## src/rtl/viterbi_param_dec.sv

```systemverilog
// Hard-decision Viterbi decoder, constraint length K, rate 1/N.
// Register-exchange survivors, metric normalisation, re-encode BER.
module viterbi_param_dec #(
    parameter int K = 3,
    parameter int N = 2,
    parameter logic [N*K-1:0] POLYS = {3'b101, 3'b111},
    parameter int TB_DEPTH = 15,
    parameter int PM_W = 8,
    parameter int ERR_W = 8,
    parameter int NORM_W = 8
) (
    input  logic              clk,
    input  logic              reset_n,
    input  logic              sink_val,
    output logic              sink_rdy,
    input  logic              sink_sop,
    input  logic [N-1:0]      rr,
    input  logic [N-1:0]      eras_sym,
    input  logic              ber_clear,
    output logic              source_val,
    input  logic              source_rdy,
    output logic              decbit,
    output logic [ERR_W-1:0]  numerr,
    output logic [NORM_W-1:0] normalizations
);

    localparam int S = 1 << (K - 1);
    localparam int SW = K - 1;
    localparam int FW = $clog2(TB_DEPTH + 1);
    localparam int BMW = $clog2(N + 1);
    localparam logic [PM_W-1:0] HALF = {1'b1, {(PM_W-1){1'b0}}};

    logic [PM_W-1:0]     pm       [S];
    logic [TB_DEPTH-1:0] surv     [S];
    logic [PM_W-1:0]     pm_base  [S];
    logic [PM_W-1:0]     acs_pm   [S];
    logic [TB_DEPTH:0]   acs_ext  [S];
    logic [PM_W-1:0]     new_pm   [S];
    logic [N-1:0]        dly_rr   [TB_DEPTH];
    logic [N-1:0]        dly_er   [TB_DEPTH];

    logic            up;
    logic [FW-1:0]   fill;
    logic [FW-1:0]   fill_base;
    logic [K-2:0]    enc;
    logic            acc;
    logic            emit;
    logic            norm;
    logic            dec;
    logic [SW-1:0]   best;
    logic [PM_W-1:0] mn;
    logic [BMW-1:0]  errs;
    logic [ERR_W:0]  esum;

    // Hamming distance of a branch label against a symbol, erasures skipped.
    function automatic logic [BMW-1:0] branch(
        input logic [K-1:0] v,
        input logic [N-1:0] r,
        input logic [N-1:0] e
    );
        logic [BMW-1:0] c;
        c = '0;
        for (int j = 0; j < N; j++)
            if (!e[j] && (r[j] != ^(POLYS[j*K +: K] & v)))
                c = c + BMW'(1);
        return c;
    endfunction

    function automatic logic [PM_W-1:0] sat_add(
        input logic [PM_W-1:0] a,
        input logic [BMW-1:0]  b
    );
        logic [PM_W:0] t;
        t = {1'b0, a} + (PM_W+1)'(b);
        return t[PM_W] ? '1 : t[PM_W-1:0];
    endfunction

    assign sink_rdy = up && (!source_val || source_rdy);
    assign acc = sink_val && sink_rdy;
    assign fill_base = sink_sop ? '0 : fill;
    assign emit = !sink_sop && (fill_base >= FW'(TB_DEPTH));

    // Add-compare-select over all states, then pick the best and normalise.
    always_comb begin
        logic [SW-1:0]   qv;
        logic [SW-1:0]   p0;
        logic [SW-1:0]   p1;
        logic [PM_W-1:0] c0;
        logic [PM_W-1:0] c1;
        logic            bq;
        for (int s = 0; s < S; s++)
            pm_base[s] = sink_sop ? ((s == 0) ? '0 : HALF) : pm[s];
        for (int q = 0; q < S; q++) begin
            qv = SW'(q);
            bq = qv[SW-1];
            p0 = {qv[SW-2:0], 1'b0};
            p1 = {qv[SW-2:0], 1'b1};
            c0 = sat_add(pm_base[p0], branch({bq, p0}, rr, eras_sym));
            c1 = sat_add(pm_base[p1], branch({bq, p1}, rr, eras_sym));
            // The extra LSB is the bit leaving the survivor window.
            if (c1 < c0) begin
                acs_pm[q]  = c1;
                acs_ext[q] = {bq, surv[p1]};
            end else begin
                acs_pm[q]  = c0;
                acs_ext[q] = {bq, surv[p0]};
            end
        end
        mn = acs_pm[0];
        best = '0;
        for (int s = 1; s < S; s++)
            if (acs_pm[s] < mn) begin
                mn = acs_pm[s];
                best = SW'(s);
            end
        norm = (mn >= HALF);
        for (int s = 0; s < S; s++)
            new_pm[s] = norm ? acs_pm[s] - HALF : acs_pm[s];
        dec = acs_ext[best][0];
        errs = branch({dec, enc}, dly_rr[TB_DEPTH-1], dly_er[TB_DEPTH-1]);
        esum = {1'b0, numerr} + (ERR_W+1)'(errs);
    end

    // Trellis state, output register, BER and normalisation counters.
    always_ff @(posedge clk or negedge reset_n) begin
        if (!reset_n) begin
            up <= 1'b0;
            source_val <= 1'b0;
            decbit <= 1'b0;
            numerr <= '0;
            normalizations <= '0;
            fill <= '0;
            enc <= '0;
            for (int s = 0; s < S; s++) begin
                pm[s] <= '0;
                surv[s] <= '0;
            end
            for (int i = 0; i < TB_DEPTH; i++) begin
                dly_rr[i] <= '0;
                dly_er[i] <= '0;
            end
        end else begin
            up <= 1'b1;
            if (acc) begin
                for (int s = 0; s < S; s++) begin
                    pm[s] <= new_pm[s];
                    surv[s] <= acs_ext[s][TB_DEPTH:1];
                end
                dly_rr[0] <= rr;
                dly_er[0] <= eras_sym;
                for (int i = TB_DEPTH - 1; i > 0; i--) begin
                    dly_rr[i] <= dly_rr[i-1];
                    dly_er[i] <= dly_er[i-1];
                end
                if (fill_base < FW'(TB_DEPTH))
                    fill <= fill_base + FW'(1);
                else
                    fill <= fill_base;
                if (norm)
                    normalizations <= normalizations + NORM_W'(1);
                source_val <= emit;
                if (sink_sop)
                    enc <= '0;
                else if (emit) begin
                    decbit <= dec;
                    enc <= {dec, enc[K-2:1]};
                end
            end else if (source_rdy) begin
                source_val <= 1'b0;
            end
            if (ber_clear)
                numerr <= '0;
            else if (acc && emit)
                numerr <= esum[ERR_W] ? '1 : esum[ERR_W-1:0];
        end
    end

endmodule

```

## config.mk

```make
export PLATFORM = sky130hd
export DESIGN_NAME = viterbi_param_dec
export DESIGN_NICKNAME = d
export VERILOG_FILES = /design/src/rtl/viterbi_param_dec.sv
export SDC_FILE = /design/constraint.sdc
export NUM_CORES = 1
export LEC_CHECK = 0
export BUFFER_PORTS_ARGS = -buffer_cell sky130_fd_sc_hd__buf_2
export CAP_MARGIN = 20
export CORE_MARGIN = 1
export CORE_UTILIZATION = 30
export CTS_BUF_LIST = sky130_fd_sc_hd__clkbuf_2
export CTS_CLUSTER_SIZE = 10
export DETAILED_ROUTE_END_ITERATION = 7
export PLACE_DENSITY_LB_ADDON = 0.12
export SKIP_LAST_GASP = 1
export SLEW_MARGIN = 20
export SYNTH_ARGS = -nofsm -noshare
export SYNTH_HDL_FRONTEND = slang
export SYNTH_SLANG_ARGS = --single-unit
```

## constraint.sdc

```tcl
create_clock -name clk -period 13.5 [get_ports clk]
set_input_delay 2.025 -clock clk [delete_from_list [all_inputs] [get_ports clk]]
set_output_delay 2.025 -clock clk [all_outputs]
set_load 0.05 [all_outputs]
```

# --- Word level (Yosys, flattened, before mapping) ---
# Index checks and enable logic that the tools add are counted.
totals:
  output_inout_bits: 19
  inputBits: 10
  ff_bits: 177
  elab_cells: 155
classes:
  reduce_logical: 25
  mux: 50
  n_eq_ne: 2
  bitwise_logic: 4
  n_lt_le_gt_ge: 11
  addsub: 18
ops:
  columns: ["cell", "n"]
  rows:
  - ["2-to-1 mux 8 bit", 26]
  - ["adder 8 x 2 -> 9 bit", 9]
  - ["2-to-1 mux 15 bit", 4]
  - ["< comparator 8 bit", 7]
  - ["binary-select mux 16 bit (select 2 bit)", 1]
  - ["subtractor 8 bit, second input constant", 4]
  - ["2-to-1 mux 2 bit", 9]
  - ["logical AND 1 bit", 10]
  - ["adder 8 x 1 -> 8 bit, second input constant", 1]
  - ["greater-or-equal comparator 8 bit, second input constant", 1]
  - ["2-to-1 mux 1 bit", 8]
  - ["2-to-1 mux 4 bit", 2]
  - ["logical NOT 1 bit", 6]
  - ["nonzero test 2 bit", 3]
  - ["XOR reduction 3 bit", 2]
  - ["adder 2 x 1 -> 2 bit, second input constant", 2]
  - ["adder 4 x 1 -> 4 bit, second input constant", 1]
  - ["greater-or-equal comparator 4 bit, second input constant", 1]
  - ["< comparator 4 bit, second input constant", 1]
  - ["AND reduction 2 bit", 2]
  - ["greater-or-equal comparator 3 bit, second input constant", 1]
  - ["inverter 1 bit", 3]
  - ["inverter 2 -> 3 bit", 1]
  - ["AND reduction 3 bit", 1]
  - ["other kinds (3)", 4]

# --- Logic depth before layout (Yosys ltp) ---
# Gate-level depths: netlist of run 1.
logic_depth:
  depth_word: 29
  depth_mapped: 61
  mapped_depth_nobuf: 55

# --- Worst setup path before layout of run 1 ---
# OpenSTA, ideal clock, no wires.
synth_path:
  path_kind: "input to register"
  from: "input sink_sop"
  to: "register numerr[5]"
  arrival_ps: 13102
  stages: 56
  required_time_ps: 13401
  path_buffers: 7
  setup_time_ps: 99
  slack_ps: 299
  path_cell_list: "clkbuf_1 -> clkbuf_1 -> buf_1 -> buf_1 -> clkbuf_1 -> nor2b_1 -> ha_1 -> fa_1 -> nand2_1 -> nor2_1 -> nor3_1 -> inv_1 -> ha_1 -> a41o_1 -> a221oi_1 -> o21ai_1 -> or2_2 -> clkbuf_1 -> [... 20 more ...] -> ha_1 -> a21o_1 -> a211oi_1 -> nand3_1 -> o41ai_4 -> nand2_1 -> o31ai_2 -> xnor2_1 -> nor2_1 -> ha_1 -> ha_1 -> inv_1 -> fa_1 -> nand2b_1 -> nor2_1 -> nand2_1 -> and4_1 -> a311oi_1"
synth_between:
  elab_chain_len: 25
  elab_cells_between_ends: 63
  classes_between: "10 x add/sub; 8 x order compare; 2 x eq/ne; 34 x mux; 1 x bitwise; 8 x reduce/logical"
synth_lines:
  columns: ["item", "line_no", "text"]
  rows:
  - ["start: declaration", "16", "input logic sink_sop,"]
  - ["2-to-1 mux 8 bit", "92", "pm_base[s] = sink_sop ? ((s == 0) ? '0 : HALF) : pm[s];"]
  - ["adder 8 x 2 -> 9 bit", "74", "t = {1'b0, a} + (PM_W+1)'(b);"]
  - ["2-to-1 mux 8 bit", "75", "return t[PM_W] ? '1 : t[PM_W-1:0];"]
  - ["< comparator 8 bit", "101", "if (c1 < c0) begin"]
  - ["2-to-1 mux 8 bit", "101", null]
  - ["< comparator 8 bit", "112", "if (acs_pm[s] < mn) begin"]
  - ["2-to-1 mux 8 bit", "112", null]
  - ["< comparator 8 bit", "112", null]
  - ["[... 9 more ...]", null, null]
  - ["logical AND 1 bit", "64", "if (!e[j] && (r[j] != ^(POLYS[j*K +: K] & v)))"]
  - ["2-to-1 mux 1 bit", "64", null]
  - ["adder 2 x 1 -> 2 bit", "65", "c = c + BMW'(1);"]
  - ["2-to-1 mux 2 bit", "64", null]
  - ["adder 8 x 2 -> 9 bit", "121", "esum = {1'b0, numerr} + (ERR_W+1)'(errs);"]
  - ["2-to-1 mux 8 bit", "174", "numerr <= esum[ERR_W] ? '1 : esum[ERR_W-1:0];"]
  - ["2-to-1 mux 8 bit", "173", "else if (acc && emit)"]
  - ["2-to-1 mux 8 bit", "171", "if (ber_clear)"]
  - ["end signal: assignment", "174", null]
  - ["end: declaration", "23", "output logic [ERR_W-1:0] numerr,"]
# Parallel ways exist; a longest one is shown, timed or not. The select of a mux whose other input is x is not followed.
# A chain may end at the register's enable or synchronous reset.

# --- Worst setup path in the final report of run 1 ---
layout_path:
  from: "input rr[0]"
  to: "register numerr[5]"
layout_between:
  elab_chain_len: 29
  elab_cells_between_ends: 64
  classes_between: "12 x add/sub; 7 x order compare; 2 x eq/ne; 35 x mux; 2 x bitwise; 6 x reduce/logical"
layout_lines:
  columns: ["item", "line_no", "text"]
  rows:
  - ["start: declaration", "17", "input logic [N-1:0] rr,"]
  - ["branches (longest 16 deep; another with adder 8 x 2 -> 9 bit)", null, null]
  - ["binary-select mux 16 bit (select 2 bit) *", "119", "dec = acs_ext[best][0];"]
  - ["2-to-1 mux 1 bit (implied by the code) * (2 in series)", "119", null]
  - ["XOR reduction 3 bit", "64", null]
  - ["inequality test 1 bit", "64", null]
  - ["logical AND 1 bit", "64", null]
  - ["2-to-1 mux 1 bit", "64", null]
  - ["adder 2 x 1 -> 2 bit", "65", null]
  - ["2-to-1 mux 2 bit *", "64", null]
  - ["adder 8 x 2 -> 9 bit *", "121", null]
  - ["2-to-1 mux 8 bit *", "174", null]
  - ["2-to-1 mux 8 bit *", "173", null]
  - ["2-to-1 mux 8 bit *", "171", null]
# Mark *: on every way between the ends. The select of a mux whose other input is x is not followed.

==> reports/metrics.cfg, run 1 <==
[timing]
rsz0062_at_grt = no
max_freq_mhz = 79.3
tns_ps = 0
maxSlewHeadroom_pct = 39.8
min_period_ps = 12610
final.period_utilization_pct = 93.4
worst_pin_slew_ps = 902
finalWorstSetupSlack_ps = 894
slew_violations = 0
setup_viol = 0
hold_viol_final = 0
skew_ps = 59.5

[logic_synthesis]
syn_nets = 1411
synthDistinctLibCells = 75
synth_area_per_cell_sq_um = 8.39
yosys-top-cells-area = dfrtp_1 (39%), nand2_1 (13%), ha_1 (7.7%)
yosysWarnings = 0
yosys-top-cells-count = nand2_1 (373), dfrtp_1 (172), o21ai_0 (101), nor2_1 (85), mux2i_1 (70)
synthAdderAreaFrac_pct = 9.38
synth_edf_count = 0
synthArstFlopShare_pct = 100
yosysMostFrequentCell = nand2_1
synth_xor_area_share_pct = 3.00
synth_compound_area_share_pct = 13.5
yosys_register_bits = 172
synthesis.area_sq_um = 11100
yosys.area.top_type = dfrtp_1
synth_top_flop_cell = dfrtp_1
synthMuxAreaShare_pct = 7.29
synth.top_cell.area_share_pct = 38.7
synth_top_family_by_area = simple AND/OR/NAND/NOR gates
syn_inst = 1324
synthSimpleGateAreaFrac_pct = 24.4
ys_seq_area_share_pct = 38.7

[layout]
final_nets = 1423
final_area_sq_um = 12100
fin_util_pct = 33.1
syn_to_final_growth_pct = 8.73
nFillCells = 3904
finalNonFillerCells = 1818
layout-drive-gt1-share_pct = 9.12

[placement]
placedCellCount = 1785
io_buffers = 28
place.gp.congestion = 0.884
dp_hpwl_microns = 21600
dpl_cell_area_sq_um = 11900
pre_cts_slack_ps = -265

[grt]
grt_pass1_wl_microns = 49600
grt_usage_pct = 16.6
grt_max_degree = 104
antenna_found_initial = 1
grt_pass1_vias = 8772
grt.overflow.total = 0

[setup_path]
ff2ff_path_depth = 46
crit_path_end_kind = flop
cpMostUsedCell = ha_1
critPathLaunchType = input port
worst_path_max_delay_cell = fa_1
rrSetupSlack_ps = 2300
cp_top_family = compound AO/OA/AOI/OAI gates
r2r_end = numerr[5]
r2r-start = pm[25]
cp_slowest_stage_delay_ps = 520
startpoint = rr[0]
worst-setup-path-type = input port to flop
cp.required_ps = 14220
path_buf_inv = 3
path_max_fanout = 9
arrival_ps = 13330

[floorplan]
core_area_sq_um = 36500
dieHeight_microns = 194
die_w_microns = 194
rows = 70
die_area_sq_um = 37800
ioPinCount = 29
start_util_pct = 30.4

[hold_path]
hold_depth = 2
hp-start = dly_er[10]
hold_end = dly_er[8]
hold_class = flop to flop

[clock_tree]
cts_inserted_buffers = 17
clk_latency_ps = 830
cts_tree = yes
holdBufCountCts = 0
root_buffer = clkbuf_2
clk_path_buf_depth = 2
clkTransAtPathRegs_ps = 260
cts_max_level = 4
clock_sinks = 172

[detailed_routing]
dr.pass1.iters = 5
drt-vias-per-instance = 4.91
ant_nets = 0
wl_microns = 29900
wl_per_cell_microns = 16.4
drt_iter0_drc = 542
drc = 0
num_vias = 8926

[flow_run]
drv_cap = 0

[power]
leakage_nw = 5.77
powerDensity_nw_per_um2 = 283
vdd_ir_drop_max_mv = 0.220

[status]
status = complete, no violations

worst max path at each step:
stage / to / slack, ps / depth (start not counted)
final: numerr[5] / 890 / 49
after global placement: numerr[5] / -20 / 49
after CTS: numerr[5] / 640 / 49
after detailed placement: numerr[5] / -260 / 49
after floorplan: numerr[5] / 300 / 56
after global routing: numerr[5] / 50 / 49
tightest hold or removal path, cell delays in order (launching register included):
cell and delay (ps):
dfrtp_1 400, nand2_1 50, nand2_1 40
final cells by class:
class | count | area [sq um] | area share (%)
Tap cell | 468 | 586 | 4.85
Multi-Input combinational cell | 1045 | 6430 | 53.2
Clock inverter | 15 | 134 | 1.11
Timing Repair Buffer | 60 | 389 | 3.22
Clock buffer | 17 | 85.1 | 0.704
Sequential cell | 172 | 4300 | 35.6
Antenna cell | 1 | 2.50 | 0.0207
Inverter | 40 | 150 | 1.24
per-layer routing:
metal	GRT usage, %	wire length, microns	up-vias
met3	2.67	617	25
met5	0	0	-
met1	23.7	15400	4233
met2	25.6	13300	90
met4	4.88	545	0
li1	-	-	4578
flip-flops by register name, indices dropped and copies added (netlist names):
register and flops:
surv 55, pm 32, dly_er 30, dly_rr 30
normalizations 8, numerr 8, fill 4, enc 2
decbit 1, source_val 1, up 1
stage by stage:
step                power, mW  hold slack, ps
global placement         3.17             446
floorplan                2.54             438
finish                   3.42             492
CTS                      3.47             491
detailed placement       3.18             451
global route             3.79             509
cell families after synthesis:
family	after synthesis
muxes	79
DFF	172
xor gates and xnor gates	38
adders and majority gates	78
and+or+nand+nor	615
buffers and inverters	107
other	1
AOI/OAI and AO/OA	234
placed cells by master (no fill, tap or decap), types with 6 or more instances in the layout:
cell	count
nand2b_1	19
ha_1	68
xnor2_1	21
xor2_1	17
a211oi_1	6
o21ai_0	100
nor2b_1	16
buf_4	32
clkbuf_2	17
and2_1	8
nand3_1	34
a21oi_1	44
fa_1	9
buf_2	27
nand4_1	16
nand2_1	372
nor2_1	84
dfrtp_1	172
inv_1	40
o211ai_1	9
and3_1	9
mux2i_1	70
a21o_1	14
mux2_2	6
nor3_1	21
o31ai_1	8
timing repair:
item | 4_1_cts | 5_1_grt
setup endpoints to repair | 0 | 7
gates resized for setup | 0 | 2
setup buffers | 0 | 0
power by group:
| group | switching, mW | total, mW | internal [mW] |
|---|---|---|---|
| Combinational | 1.38 | 2.35 | 0.979 |
| Clock | 0.216 | 0.271 | 0.0548 |
| Sequential | 0.135 | 0.796 | 0.660 |
No activity file was read; power rests on OpenSTA's default activity.
==> run 2, diff against run 1 <==
--- a/config.mk
+++ b/config.mk
@@ -12,7 +12,7 @@
 export CTS_BUF_LIST = sky130_fd_sc_hd__clkbuf_2
 export CTS_CLUSTER_SIZE = 10
 export DETAILED_ROUTE_END_ITERATION = 7
-export PLACE_DENSITY_LB_ADDON = 0.12
+export PLACE_DENSITY = 0.53
 export SKIP_LAST_GASP = 1
 export SLEW_MARGIN = 20
 export SYNTH_ARGS = -nofsm -noshare
==> run 2 against run 1 <==
Effect of this change:
- global-route usage is 1.4 points lower
- maximum frequency hardly changed
- wire length is 7.9% lower
- clock skew is 11 ps lower
- via count is 1.8% higher
- critical endpoint unchanged
==> reports/metrics.cfg, run 2 (synthesis gave the netlist of run 1 again) <==
[power]
p_clk_share_pct = 8.7  ; +0.8 points
power.switching_mw = 1.75  ; +1.4%
leakage_nw = 5.79  ; +0.34%
p_seq_share_pct = 22.7  ; -0.6 points
p_int_mw = 1.75  ; +3.0%
powerDensity_nw_per_um2 = 289  ; +1.9%
vdd_ir_drop_max_mv = 0.308  ; +40%
power_frac_comb_pct = 68.6  ; -0.2 points
switching_share_pct = 50.1  ; -0.41 points

[timing]
min_period_ps = 12610  ; +5.70 ps
skew_ps = 48.1  ; -11.3 ps
setup_viol = 0  ; unchanged
worst_pin_slew_ps = 953  ; +50.8 ps
tns_ps = 0  ; unchanged
final.period_utilization_pct = 93.4  ; about the same
rsz0062_at_grt = no
max_freq_mhz = 79.3  ; about the same
hold_viol_final = 0  ; unchanged
maxSlewHeadroom_pct = 36.5  ; -3.4 points
whs_ps = 481  ; -11.4 ps
slew_violations = 0  ; unchanged

[setup_path]
worst_path_max_delay_cell = o41ai_4
rrSetupSlack_ps = 2280  ; -20 ps
r2r-start = pm[16]
crit_path_end_kind = flop
r2r_end = numerr[5]
cp.required_ps = 14190  ; -30 ps
worst-setup-path-type = input port to flop
critPathLaunchType = input port
ff2ff_path_depth = 50  ; +8.7%
path_max_fanout = 12  ; +3
cp_slowest_stage_delay_ps = 500  ; -20 ps
cp_top_family = compound AO/OA/AOI/OAI gates
arrival_ps = 13300  ; -30 ps
path_buf_inv = 4  ; +1
startpoint = eras_sym[1]

[placement]
io_buffers = 28  ; unchanged
dpl_cell_area_sq_um = 11800  ; -0.63%
place.gp.congestion = 0.856  ; -3.1%
dp_hpwl_microns = 20200  ; -6.4%
placedCellCount = 1776  ; -0.50%

[clock_tree]
cts_tree = yes
cts_max_level = 4  ; unchanged
holdBufCountCts = 0  ; unchanged
clkTransAtPathRegs_ps = 330  ; +70 ps
cts_inserted_buffers = 17  ; unchanged
clk_path_buf_depth = 2  ; unchanged
clk_latency_ps = 770  ; -60 ps
clock_sinks = 172  ; unchanged
root_buffer = clkbuf_2

[hold_path]
hold_class = flop to flop
hp-start = dly_er[20]
hold_end = dly_er[18]
hold_depth = 2  ; unchanged

[grt]
grt_usage_pct = 15.2  ; -1.4 points
grt_pass1_wl_microns = 46700  ; -5.7%
grt_pass1_vias = 8815  ; +0.49%
grt_max_degree = 99  ; -4.8%
antenna_found_initial = 1  ; unchanged
grt.overflow.total = 0  ; unchanged

[flow_run]
drv_cap = 0  ; unchanged

[detailed_routing]
drt-vias-per-instance = 5.01  ; +2.1%
dr.pass1.iters = 4  ; -1
wl_per_cell_microns = 15.2  ; -7.6%
wl_microns = 27500  ; -7.9%
ant_nets = 0  ; unchanged
num_vias = 9085  ; +1.8%
drt_iter0_drc = 696  ; +28%
drc = 0  ; unchanged

[floorplan]
dieHeight_microns = 194  ; unchanged
start_util_pct = 30.4  ; unchanged
ioPinCount = 29  ; unchanged
die_w_microns = 194  ; unchanged
core_area_sq_um = 36500  ; unchanged
die_area_sq_um = 37800  ; unchanged
rows = 70  ; unchanged

[status]
status = complete, no violations

[layout]
largest_register_ffs = 55  ; unchanged
regMostFlops = surv
reg_top3 = surv (55), pm (32)
layout-drive-gt1-share_pct = 8.86  ; -0.26 points
final_area_sq_um = 12100  ; +0.24%
final_common_cell = nand2_1
final_nets = 1417  ; -0.42%
syn_to_final_growth_pct = 8.99
finalNonFillerCells = 1812  ; -0.33%
layout_common_cells = nand2_1 (372), dfrtp_1 (172), o21ai_0 (100)

==> run 2: cell count changes in the layout (fill, tap and decap cells not counted), moves of 2 or more <==
cell        delta
clkinvlp_4     -3
inv_12         +4
clkinv_8       +4
inv_6          -3
buf_4          -6
clkinv_1       -2
==> run 2: power by group through the flow <==
stage / Clock (mW) / Combinational [mW] / Sequential [mW]
after CTS: 0.321 / 2.32 / 0.794
after global placement: 0 / 2.29 / 0.800
final: 0.305 / 2.40 / 0.793
after detailed placement: 0 / 2.31 / 0.804
after floorplan: 0 / 1.76 / 0.772
after global routing: 0.339 / 2.70 / 0.818
==> run 2: repair_timing <==
action | CTS | global route
hold endpoints to repair | 0 | 0
gates resized for setup | 0 | 3
setup endpoints to repair | 0 | 6
buffers inserted | 0 | 3
==> run 2: how the worst max path moves through the flow <==
stage                     cells after the start        end  slack, ps
after floorplan                              56  numerr[5]        300
after global placement                       51  numerr[5]        290
after detailed placement                     51  numerr[5]         -8
after CTS                                    51  numerr[5]        750
after global routing                         52  numerr[5]         60
final                                        51  numerr[5]        890
==> run 2: worst register-to-register path: cells and delay by family, from the launching register on <==
kind / cells / cell delay [ps]
XOR/XNOR: 1 / 170
adder cells (fa/ha/maj): 9 / 2770
flip-flops: 1 / 420
AO/OA/AOI/OAI: 19 / 4290
buffers and inverters: 3 / 290
multiplexers: 1 / 220
AND/OR/NAND/NOR: 17 / 3000
==> run 2: area by class of cell <==
class / count / area, sq um
Timing Repair Buffer: 54 / 344
Inverter: 40 / 150
Antenna cell: 1 / 2.50
Tap cell: 468 / 586
Multi-Input combinational cell: 1045 / 6430
Sequential cell: 172 / 4300
Fill cell: 3808 / 24400
Clock buffer: 17 / 85.1
Clock inverter: 15 / 208
==> run 2: per-layer routing <==
layer  wire, microns  vias up  track usage, %
li1                -     4548               -
met1           13700     4378            21.3
met5               0        -               0
met2           12700      137            24.6
met3             718       22            2.12
met4             385        0            3.64
==> run 2: per-stage QoR <==
| step | setup slack [ps] | total power [mW] | util (%) |
|---|---|---|---|
| 3_5_place_dp | -8.25 | 3.11 | 32.2 |
| 4_1_cts | 752 | 3.43 | 33.0 |
| 5_1_grt | 64.3 | 3.86 | 33.2 |
| 6_report | 888 | 3.50 | 33.2 |
| 3_3_place_gp | 289 | 3.09 | 32.2 |
| 2_1_floorplan | 299 | 2.54 | - |
